--- src/rtl/at_hazard_pkg.sv ---
`default_nettype none
// +--------------------------------------------------------------------+
// | at_hazard_pkg : shared result-source / forward-select codes        |
// | rev 1.0                                                            |
// +--------------------------------------------------------------------+
package at_hazard_pkg;

  typedef enum logic [1:0] {
    RES_ALU = 2'd0,
    RES_DM  = 2'd1,
    RES_PC  = 2'd2,
    RES_NW  = 2'd3
  } res_op_e;

  typedef enum logic [1:0] {
    FWD_NONE = 2'd0,
    FWD_E    = 2'd1,
    FWD_M    = 2'd2,
    FWD_W    = 2'd3
  } fwd_e;

  // Largest 2-bit value: never strictly below any Tnew, so it never stalls.
  localparam logic [1:0] TUSE_NONE = 2'd3;

  function automatic logic [1:0] tuse_rs(input logic rs0, input logic rs1);
    if (rs0)      return 2'd0;
    else if (rs1) return 2'd1;
    else          return TUSE_NONE;
  endfunction

  function automatic logic [1:0] tuse_rt(input logic rt0, input logic rt1,
                                         input logic rt2);
    if (rt0)      return 2'd0;
    else if (rt1) return 2'd1;
    else if (rt2) return 2'd2;
    else          return TUSE_NONE;
  endfunction

  function automatic logic [1:0] sat_dec(input logic [1:0] t);
    return (t == 2'd0) ? 2'd0 : t - 2'd1;
  endfunction

endpackage
`default_nettype wire

--- src/rtl/at_hazard_if.sv ---
`default_nettype none
// +--------------------------------------------------------------------+
// | at_hazard_if : decode fields in, stall / bypass selects out        |
// | rev 1.0                                                            |
// +--------------------------------------------------------------------+
interface at_hazard_if;
  logic [4:0] A1D;
  logic [4:0] A2D;
  logic [4:0] A3D;
  logic [1:0] resOpD;
  logic       Tuse_rs0;
  logic       Tuse_rs1;
  logic       Tuse_rt0;
  logic       Tuse_rt1;
  logic       Tuse_rt2;
  logic       stall;
  logic [1:0] FwdRsD;
  logic [1:0] FwdRtD;
  logic [1:0] FwdRsE;
  logic [1:0] FwdRtE;
  logic       FwdRtM;
  logic [4:0] A3E;
  logic [4:0] A3M;
  logic [4:0] A3W;

  modport master (
    output A1D, A2D, A3D, resOpD,
    output Tuse_rs0, Tuse_rs1, Tuse_rt0, Tuse_rt1, Tuse_rt2,
    input  stall, FwdRsD, FwdRtD, FwdRsE, FwdRtE, FwdRtM,
    input  A3E, A3M, A3W
  );

  modport slave (
    input  A1D, A2D, A3D, resOpD,
    input  Tuse_rs0, Tuse_rs1, Tuse_rt0, Tuse_rt1, Tuse_rt2,
    output stall, FwdRsD, FwdRtD, FwdRsE, FwdRtE, FwdRtM,
    output A3E, A3M, A3W
  );
endinterface
`default_nettype wire

--- src/rtl/at_hazard_unit_stage_reg.sv ---
`default_nettype none
// +--------------------------------------------------------------------+
// | at_stage_reg : one shadow pipeline stage (rt, dest, Tnew)          |
// | rev 1.0                                                            |
// +--------------------------------------------------------------------+
module at_stage_reg
  import at_hazard_pkg::*;
#(
  parameter bit DEC_ON_LOAD = 1'b0
) (
  input  wire logic       clk,
  input  wire logic       reset,
  input  wire logic       bubble,
  input  wire logic [4:0] a2_in,
  input  wire logic [4:0] a3_in,
  input  wire logic [1:0] tnew_in,
  output logic      [4:0] a2_q,
  output logic      [4:0] a3_q,
  output logic      [1:0] tnew_q
);

  logic [1:0] tnew_next;

  // A stage fed by an older stage ages the countdown by one cycle on load.
  generate
    if (DEC_ON_LOAD) begin : g_dec
      assign tnew_next = sat_dec(tnew_in);
    end else begin : g_pass
      assign tnew_next = tnew_in;
    end
  endgenerate

  always_ff @(posedge clk) begin
    if (reset || bubble) begin
      a2_q   <= 5'd0;
      a3_q   <= 5'd0;
      tnew_q <= 2'd0;
    end else begin
      a2_q   <= a2_in;
      a3_q   <= a3_in;
      tnew_q <= tnew_next;
    end
  end

endmodule
`default_nettype wire

--- src/rtl/at_hazard_unit.sv ---
`default_nettype none
// +--------------------------------------------------------------------+
// | at_hazard_unit : E/M/W writer tracking, stall and bypass selection |
// | rev 1.0                                                            |
// +--------------------------------------------------------------------+
module at_hazard_unit
  import at_hazard_pkg::*;
#(
  parameter logic [1:0] TNEW_ALU = 2'd1,
  parameter logic [1:0] TNEW_DM  = 2'd2,
  parameter logic [1:0] TNEW_PC  = 2'd0
) (
  input  wire logic  clk,
  input  wire logic  reset,
  at_hazard_if.slave bus
);

  logic [1:0] tnew_d;
  logic [4:0] a3_track_d;
  logic [1:0] tuse_rs_d;
  logic [1:0] tuse_rt_d;

  logic [4:0] a1_e;
  logic [4:0] a2_e;
  logic [4:0] a3_e;
  logic [1:0] tnew_e;
  logic [4:0] a2_m;
  logic [4:0] a3_m;
  logic [1:0] tnew_m;
  logic [4:0] a3_w;

  logic       stall_rs;
  logic       stall_rt;
  logic       stall;

  always_comb begin
    tnew_d = 2'd0;
    case (bus.resOpD)
      RES_ALU: tnew_d = TNEW_ALU;
      RES_DM:  tnew_d = TNEW_DM;
      RES_PC:  tnew_d = TNEW_PC;
      default: tnew_d = 2'd0;
    endcase
  end

  assign a3_track_d = (bus.resOpD == RES_NW) ? 5'd0 : bus.A3D;
  assign tuse_rs_d  = tuse_rs(bus.Tuse_rs0, bus.Tuse_rs1);
  assign tuse_rt_d  = tuse_rt(bus.Tuse_rt0, bus.Tuse_rt1, bus.Tuse_rt2);

  function automatic logic hit(input logic [4:0] addr, input logic [4:0] dest);
    return (addr != 5'd0) && (addr == dest);
  endfunction

  // Youngest matching stage wins; a match that is not yet ready blocks older stages.
  function automatic logic [1:0] fwd_sel(input logic hit_e, input logic rdy_e,
                                         input logic hit_m, input logic rdy_m,
                                         input logic hit_w);
    if (hit_e)      return rdy_e ? FWD_E : FWD_NONE;
    else if (hit_m) return rdy_m ? FWD_M : FWD_NONE;
    else if (hit_w) return FWD_W;
    else            return FWD_NONE;
  endfunction

  assign stall_rs = (hit(bus.A1D, a3_e) && (tuse_rs_d < tnew_e)) ||
                    (hit(bus.A1D, a3_m) && (tuse_rs_d < tnew_m));
  assign stall_rt = (hit(bus.A2D, a3_e) && (tuse_rt_d < tnew_e)) ||
                    (hit(bus.A2D, a3_m) && (tuse_rt_d < tnew_m));
  assign stall    = stall_rs || stall_rt;

  always_ff @(posedge clk) begin
    if (reset || stall) begin
      a1_e <= 5'd0;
    end else begin
      a1_e <= bus.A1D;
    end
  end

  at_stage_reg #(.DEC_ON_LOAD(1'b0)) u_stage_e (
    .clk     (clk),
    .reset   (reset),
    .bubble  (stall),
    .a2_in   (bus.A2D),
    .a3_in   (a3_track_d),
    .tnew_in (tnew_d),
    .a2_q    (a2_e),
    .a3_q    (a3_e),
    .tnew_q  (tnew_e)
  );

  at_stage_reg #(.DEC_ON_LOAD(1'b1)) u_stage_m (
    .clk     (clk),
    .reset   (reset),
    .bubble  (1'b0),
    .a2_in   (a2_e),
    .a3_in   (a3_e),
    .tnew_in (tnew_e),
    .a2_q    (a2_m),
    .a3_q    (a3_m),
    .tnew_q  (tnew_m)
  );

  always_ff @(posedge clk) begin
    if (reset) begin
      a3_w <= 5'd0;
    end else begin
      a3_w <= a3_m;
    end
  end

  assign bus.stall  = stall;
  assign bus.FwdRsD = fwd_sel(hit(bus.A1D, a3_e), tnew_e == 2'd0,
                              hit(bus.A1D, a3_m), tnew_m == 2'd0,
                              hit(bus.A1D, a3_w));
  assign bus.FwdRtD = fwd_sel(hit(bus.A2D, a3_e), tnew_e == 2'd0,
                              hit(bus.A2D, a3_m), tnew_m == 2'd0,
                              hit(bus.A2D, a3_w));
  assign bus.FwdRsE = fwd_sel(1'b0, 1'b0,
                              hit(a1_e, a3_m), tnew_m == 2'd0,
                              hit(a1_e, a3_w));
  assign bus.FwdRtE = fwd_sel(1'b0, 1'b0,
                              hit(a2_e, a3_m), tnew_m == 2'd0,
                              hit(a2_e, a3_w));
  assign bus.FwdRtM = hit(a2_m, a3_w);
  assign bus.A3E    = a3_e;
  assign bus.A3M    = a3_m;
  assign bus.A3W    = a3_w;

endmodule
`default_nettype wire

--- src/flat_wrapper.sv ---
// flat-port wrapper written by rule: the top's interface ports become plain ports
module at_hazard_unit_flat import at_hazard_pkg::*;
#(
  parameter logic [1:0] TNEW_ALU = 2'd1,
  parameter logic [1:0] TNEW_DM  = 2'd2,
  parameter logic [1:0] TNEW_PC  = 2'd0
)
  (clk, reset, bus_A1D, bus_A2D, bus_A3D, bus_resOpD, bus_Tuse_rs0, bus_Tuse_rs1, bus_Tuse_rt0, bus_Tuse_rt1, bus_Tuse_rt2, bus_stall, bus_FwdRsD, bus_FwdRtD, bus_FwdRsE, bus_FwdRtE, bus_FwdRtM, bus_A3E, bus_A3M, bus_A3W);
  at_hazard_if bus_i ();
  input  wire logic clk;
  input  wire logic reset;
  input wire logic [$bits(bus_i.A1D)-1:0] bus_A1D;
  input wire logic [$bits(bus_i.A2D)-1:0] bus_A2D;
  input wire logic [$bits(bus_i.A3D)-1:0] bus_A3D;
  input wire logic [$bits(bus_i.resOpD)-1:0] bus_resOpD;
  input wire logic [$bits(bus_i.Tuse_rs0)-1:0] bus_Tuse_rs0;
  input wire logic [$bits(bus_i.Tuse_rs1)-1:0] bus_Tuse_rs1;
  input wire logic [$bits(bus_i.Tuse_rt0)-1:0] bus_Tuse_rt0;
  input wire logic [$bits(bus_i.Tuse_rt1)-1:0] bus_Tuse_rt1;
  input wire logic [$bits(bus_i.Tuse_rt2)-1:0] bus_Tuse_rt2;
  output wire logic [$bits(bus_i.stall)-1:0] bus_stall;
  output wire logic [$bits(bus_i.FwdRsD)-1:0] bus_FwdRsD;
  output wire logic [$bits(bus_i.FwdRtD)-1:0] bus_FwdRtD;
  output wire logic [$bits(bus_i.FwdRsE)-1:0] bus_FwdRsE;
  output wire logic [$bits(bus_i.FwdRtE)-1:0] bus_FwdRtE;
  output wire logic [$bits(bus_i.FwdRtM)-1:0] bus_FwdRtM;
  output wire logic [$bits(bus_i.A3E)-1:0] bus_A3E;
  output wire logic [$bits(bus_i.A3M)-1:0] bus_A3M;
  output wire logic [$bits(bus_i.A3W)-1:0] bus_A3W;
  assign bus_i.A1D = bus_A1D;
  assign bus_i.A2D = bus_A2D;
  assign bus_i.A3D = bus_A3D;
  assign bus_i.resOpD = bus_resOpD;
  assign bus_i.Tuse_rs0 = bus_Tuse_rs0;
  assign bus_i.Tuse_rs1 = bus_Tuse_rs1;
  assign bus_i.Tuse_rt0 = bus_Tuse_rt0;
  assign bus_i.Tuse_rt1 = bus_Tuse_rt1;
  assign bus_i.Tuse_rt2 = bus_Tuse_rt2;
  assign bus_stall = bus_i.stall;
  assign bus_FwdRsD = bus_i.FwdRsD;
  assign bus_FwdRtD = bus_i.FwdRtD;
  assign bus_FwdRsE = bus_i.FwdRsE;
  assign bus_FwdRtE = bus_i.FwdRtE;
  assign bus_FwdRtM = bus_i.FwdRtM;
  assign bus_A3E = bus_i.A3E;
  assign bus_A3M = bus_i.A3M;
  assign bus_A3W = bus_i.A3W;
  at_hazard_unit #(.TNEW_ALU(TNEW_ALU), .TNEW_DM(TNEW_DM), .TNEW_PC(TNEW_PC)) u_core (.clk(clk), .reset(reset), .bus(bus_i));
endmodule
--- config.mk ---
export PLATFORM = sky130hd
export DESIGN_NAME = at_hazard_unit_flat
export DESIGN_NICKNAME = d
export VERILOG_FILES = /design/src/rtl/at_hazard_pkg.sv /design/src/rtl/at_hazard_if.sv /design/src/rtl/at_hazard_unit_stage_reg.sv /design/src/rtl/at_hazard_unit.sv /design/src/flat_wrapper.sv
export SDC_FILE = /design/constraint.sdc
export NUM_CORES = 1
export LEC_CHECK = 0
export CAP_MARGIN = 5
export CORE_MARGIN = 10
export CORE_UTILIZATION = 35
export DETAILED_ROUTE_END_ITERATION = 10
export GPL_TIMING_DRIVEN = 1
export HOLD_SLACK_MARGIN = 0.05
export PLACE_DENSITY = 0.67
export SKIP_CTS_REPAIR_TIMING = 1
export SLEW_MARGIN = 30
export SYNTH_ARGS = -nofsm -noshare
export SYNTH_HDL_FRONTEND = slang
export SYNTH_HIERARCHICAL = 1
export SYNTH_SLANG_ARGS = --single-unit
--- constraint.sdc ---
create_clock -name clk -period 3.5 [get_ports clk]
set_input_delay 1.05 -clock clk [delete_from_list [all_inputs] [get_ports clk]]
set_output_delay 1.05 -clock clk [all_outputs]
set_load 0.05 [all_outputs]
---- Word level (Yosys, flattened, before mapping) ----
Index checks and enable logic that the tools add are counted.
storage, ports and cells
  input bits .............................. 24
  bits in read-only memories .............. 0
  logic and storage cells ................. 73
  memories kept ........................... 0
  bits in writable memories ............... 0
  latch bits .............................. 0
  output and inout port bits .............. 25
  register bits ........................... 34
cells by class
  multiplexer cells ....................... 18
  reductions and logical operators ........ 29
  $add $sub $neg .......................... 1
  $lt $le $gt $ge ......................... 4
  divide/modulo/power cells ............... 0
  $mul .................................... 0
  bitwise operators ....................... 0
  equality and inequality tests ........... 13
  shifts and indexed selects .............. 0
operators with widths
  cell                                                                    number
  5-bit equality test                                                     11
  2-bit two-way mux                                                       15
  5-bit nonzero test                                                      5
  1-bit logical AND                                                       15
  2-bit less-than comparator                                              4
  2-bit zero test                                                         3
  1-bit logical OR                                                        4
  2-bit one-hot mux with 2 select lines                                   1
  2-bit OR reduction                                                      2
  2-bit by 1-bit equality test with 1-bit output (second input constant)  1
  2-bit equality test (second input constant)                             1
  1-bit two-way mux                                                       2
  2-bit by 1-bit subtractor with 2-bit output (second input constant)     1

---- Logic depth before layout (Yosys ltp) ----
  depth after elaboration ................. 9
  gate-level depth with buffers ........... 8
  depth with buffers taken out ............ 7

---- By module ----
Netlist, hierarchy kept.
by module, submodules not included
  module                           area an instance (um^2)  instances  seq. area each (um^2)  cells each
  at_hazard_unit                   1357.6                   1          200.2                  173
  at_stage_reg (u_core.u_stage_m)  420.4                    1          240.2                  29
  at_stage_reg (u_core.u_stage_e)  402.9                    1          240.2                  26

---- Least setup slack after synthesis ----
No wires, ideal clock.
  path kind ............................... input-to-output
  start point ............................. input bus_A1D[0]
  end point ............................... output bus_FwdRsD[0]
  stages .................................. 4
  data required time ...................... 2450 ps
  data arrival time ....................... 2687 ps
  slack ................................... -237 ps
  path buffers ............................ 1
  cell sequence ........................... clkbuf_2 > xnor2_1 > o211ai_2 > o31ai_1
between the ends
  word-level cells in the longest chain between the ends .. 5
  elaborated cells on any way between the ends .. 10
  classes of those cells .................. eq/ne: 3; mux: 3; reduce/logical: 4
ends and longest elaborated chain
  item                                                       line                  text
  start, declared                                            flat_wrapper.sv:12    input wire logic [$bits(bus_i.A1D)-1:0] bus_A1D;
  5-bit equality test or 5-bit nonzero test (tied branches)  at_hazard_unit.sv:51  return (addr != 5'd0) && (addr == dest);
  1-bit logical AND                                          at_hazard_unit.sv:51
  2-bit two-way mux                                          at_hazard_unit.sv:60  else if (hit_w) return FWD_W;
  2-bit two-way mux                                          at_hazard_unit.sv:59  else if (hit_m) return rdy_m ? FWD_M : FWD_NONE;
  2-bit two-way mux (*)                                      at_hazard_unit.sv:58  if (hit_e) return rdy_e ? FWD_E : FWD_NONE;
  end, declared                                              flat_wrapper.sv:22    output wire logic [$bits(bus_i.FwdRsD)-1:0] bus_FwdRsD;
Every way passes the cells marked *; elsewhere a longest branch is shown, timed or not.

---- Worst setup path after layout ----
  start point ............................. input bus_A1D[4]
  end point ............................... output bus_stall
between the ends
  word-level cells in the longest chain between the ends .. 5
  elaborated cells on any way between the ends .. 9
  classes of those cells .................. eq/ne: 2; reduce/logical: 7
ends and longest elaborated chain
  item                                                       line                                        text
  5-bit equality test or 5-bit nonzero test (tied branches)  at_hazard_unit.sv:51
  1-bit logical AND                                          at_hazard_unit.sv:51
  1-bit logical AND (on tied branches)                       at_hazard_unit.sv:64, at_hazard_unit.sv:65
  1-bit logical OR (*)                                       at_hazard_unit.sv:64                        assign stall_rs = (hit(bus.A1D, a3_e) && (tuse_rs_d < tnew_e)) ||
  1-bit logical OR (*)                                       at_hazard_unit.sv:68                        assign stall = stall_rs || stall_rt;
  end, declared                                              flat_wrapper.sv:21                          output wire logic [$bits(bus_i.stall)-1:0] bus_stall;
Marks and branches as above.

==> metrics.txt <==
status finished with violations; failing checks setup timing; Worst Path Max Fanout 3; antenna violations before repair 0; Hold Crit Class reg2reg; Setup-failing EPs final 3; H-Tree Depth 2; DRT Wirelength ~6000 µm; Die Y 98.9 µm; wire length per cell 16.1 µm; Power Total ~0.0011 W; Die W 98.9 µm; via count 1,811; WS Path Type in2out; R2R setup slack 1.36 ns; I/O pin cnt 49; routed vias/inst 4.88; Inserted Clock Buffers 5; gr ovfl total 0; yosys warns 6; clk buf depth 2; worst rel slew slack around two thirds; #FFs+latches synth 34; Post-synth EDFFs 0; internal power 0.000752 W; CP arrival 2.73 ns; sw frac between 20 and 30%; Psw 0.000310 W; fmax 265 MHz; measured slew at the worst slew-check pin between 0.5 and 0.6 ns; Overall Global Routing Usage 11.8%; worst path required time ~2.5 ns; Reg clk slew, reported paths roughly 0.060 ns; Yosys top cell area share 31.2%; VDD IR-drop max about 0.19 mV; detailed placer's ending HPWL 4460 µm; Hold Path Origin u_core/u_stage_e/tnew_q[0]; clock root cell clkbuf_8; RD Place Congestion slightly above 0.8; Logic pwr share 27.1%; DR pass1 iterations 4; Layout Nets 324; Max Transition Viols Final 0; ys async rst share 0%; power share of the clock group 32.7%; first-pass GRT wire length 9510 µm; Synth cell types 35; row count 28; die area 9790 µm²; layout cells sized above 1 32.1%; Mapped Area 2180 µm²; slack of the critical path -0.279 ns; Post-synth top flop dfxtp_1; crit end category output pin; average size of a mapped cell 9.57 µm²; Final Cycle Share 108%; # diodes 0; vias in the first global route between 1,500 and 2,000; clk_lat worst skew 0.28 ns; # DRC 0; fillers roughly 580; RSZ-0062 raised after global routing yes; Seq/Total Area, Yosys a little under a third; post-synth top area cell dfxtp_1; post-place setup slack -0.584 ns; area growth from synthesis to layout 41.9%; # Max-Cap Violations 0; Starting Density approximately 36%; minimum clock period after layout between 3 and 4 ns; Iter 0 DRT Violations 117; crit path launch bus_A1D[4]; Seq pwr share 40.2%; Total Neg Setup Slack -0.438 ns; post-route antenna net violation count 0; clk sinks 34; largest net degree at the start of global routing 35; Critical R2R Launch u_core/u_stage_e/a3_q[1]; most area-consuming cells after synthesis dfxtp_1 31%, nor3b_2 11%, xor2_1 11%, xnor2_1 10%, nor4b_2 3.4%; skew final ~0.0060 ns; Syn Inst Count between 200 and 250; I/O Buffers 48; core area 5990 µm²; pwr/cell area 343 nW/µm²; CTS tree built; Critical Path Start Type input port; Pleak 1.27 nW; Fin. Hold Viols 0
## synthesized netlist by cell type, types with 3 or more instances
cell      count
dfxtp_1      34
xor2_1       28
xnor2_1      26
nor3b_2      20
nor2_1       16
clkbuf_1     11
nand2_1      10
nor3_1       10
nor2b_1       7
and2_1        5
ha_1          5
nand3_1       5
nor4b_2       5
a21oi_1       4
buf_6         4
inv_1         4
nor4_1        4
or2_2         4
nor4b_1       3
o2111a_1      3
o21ai_0       3
## path summary, 6_finish.rpt
check | to | depth (start not counted)
hold reg to reg | u_core/u_stage_m/tnew_q[0] | 1
hold / removal | u_core/u_stage_m/tnew_q[0] | 1
setup / recovery | bus_stall | 7
setup reg to reg | u_core/u_stage_e/tnew_q[1] | 8
## through the flow
stage	util [%]	cell area [µm²]	hold slack [ns]	cells
after floorplan	-	2210	0.447	230
after global placement	48.4	2900	0.512	361
after detailed placement	48.4	2900	0.513	361
after CTS	50.1	3000	0.529	369
after global routing	51.7	3100	0.568	371
final	51.7	3100	0.530	371
## cell families (layout without fill, tap and decap cells)
kind of cell	Yosys count	after routing	synth area share [%]
mux	1	1	0.459
compound gates	15	15	5.91
simple gates	98	98	32.8
buf+inv	20	86	4.88
xor+xnor	54	54	21.7
other cells	1	3	0.172
flops	34	34	31.2
fa+ha+maj	5	5	2.87
## flip-flops by register name, summed over array words and instances (netlist names)
name	flops
u_core/u_stage_e/a2_q	5
u_core/u_stage_m/a2_q	5
u_core/bus.A3W	5
u_core/u_stage_m/tnew_q	2
u_core/u_stage_e/tnew_q	2
u_core/u_stage_e/a3_q	5
u_core/u_stage_m/a3_q	5
u_core/a1_e	5
## power by group through the flow
stage	combinational (W)	sequential [W]	clock, W
after global routing	0.000311	0.000430	0.000374
after CTS	0.000278	0.000428	0.000354
after floorplan	0.000160	0.000445	0
after global placement	0.000273	0.000436	0
after detailed placement	0.000277	0.000436	0
final	0.000288	0.000427	0.000347
## worst max-delay path, cell delays in order
cell and delay [ns]:
buf_6 0.09, or4_4 0.57, o211ai_4 0.23, a2111oi_4 0.06, a211o_4 0.32, or2_4 0.26
buf_8 0.15
## placed cells by master, fill, tap and decap left out, drive strengths merged, types with 2 or more instances in the layout
master and count:
buf 34, o21ai 3, inv 4, nor4b 8, nor2 16, dfxtp 34
nor2b 7, and2 5, ha 5, conb 3, xnor2 26, nor4 4
nor3 10, clkdlybuf4s50 27, nor3b 22, nand4 2, nand2 10, dlymetal6s2s 7
nand3 5, or2 7, a21oi 4, xor2 28, o2111a 3, clkbuf 13
## metal layers
metal	up-vias	routed length, µm	global-route usage, %
met5	-	0	0
met2	61	2850	19.2
met4	0	50	3.31
met1	837	2670	14.6
met3	5	404	3.77
li1	908	-	-
## area by class of cell
cell class | instances | area [µm²] | share of cell area, %
Multi-Input combinational cell | 176 | 1490 | 48.2
Timing Repair Buffer | 74 | 707 | 22.8
Sequential cell | 34 | 681 | 22.0
Tap cell | 75 | 93.8 | 3.03
Clock buffer | 7 | 76.3 | 2.47
Clock inverter | 1 | 30.0 | 0.970
Inverter | 4 | 15.0 | 0.485
(Power assumes the default switching activity.)
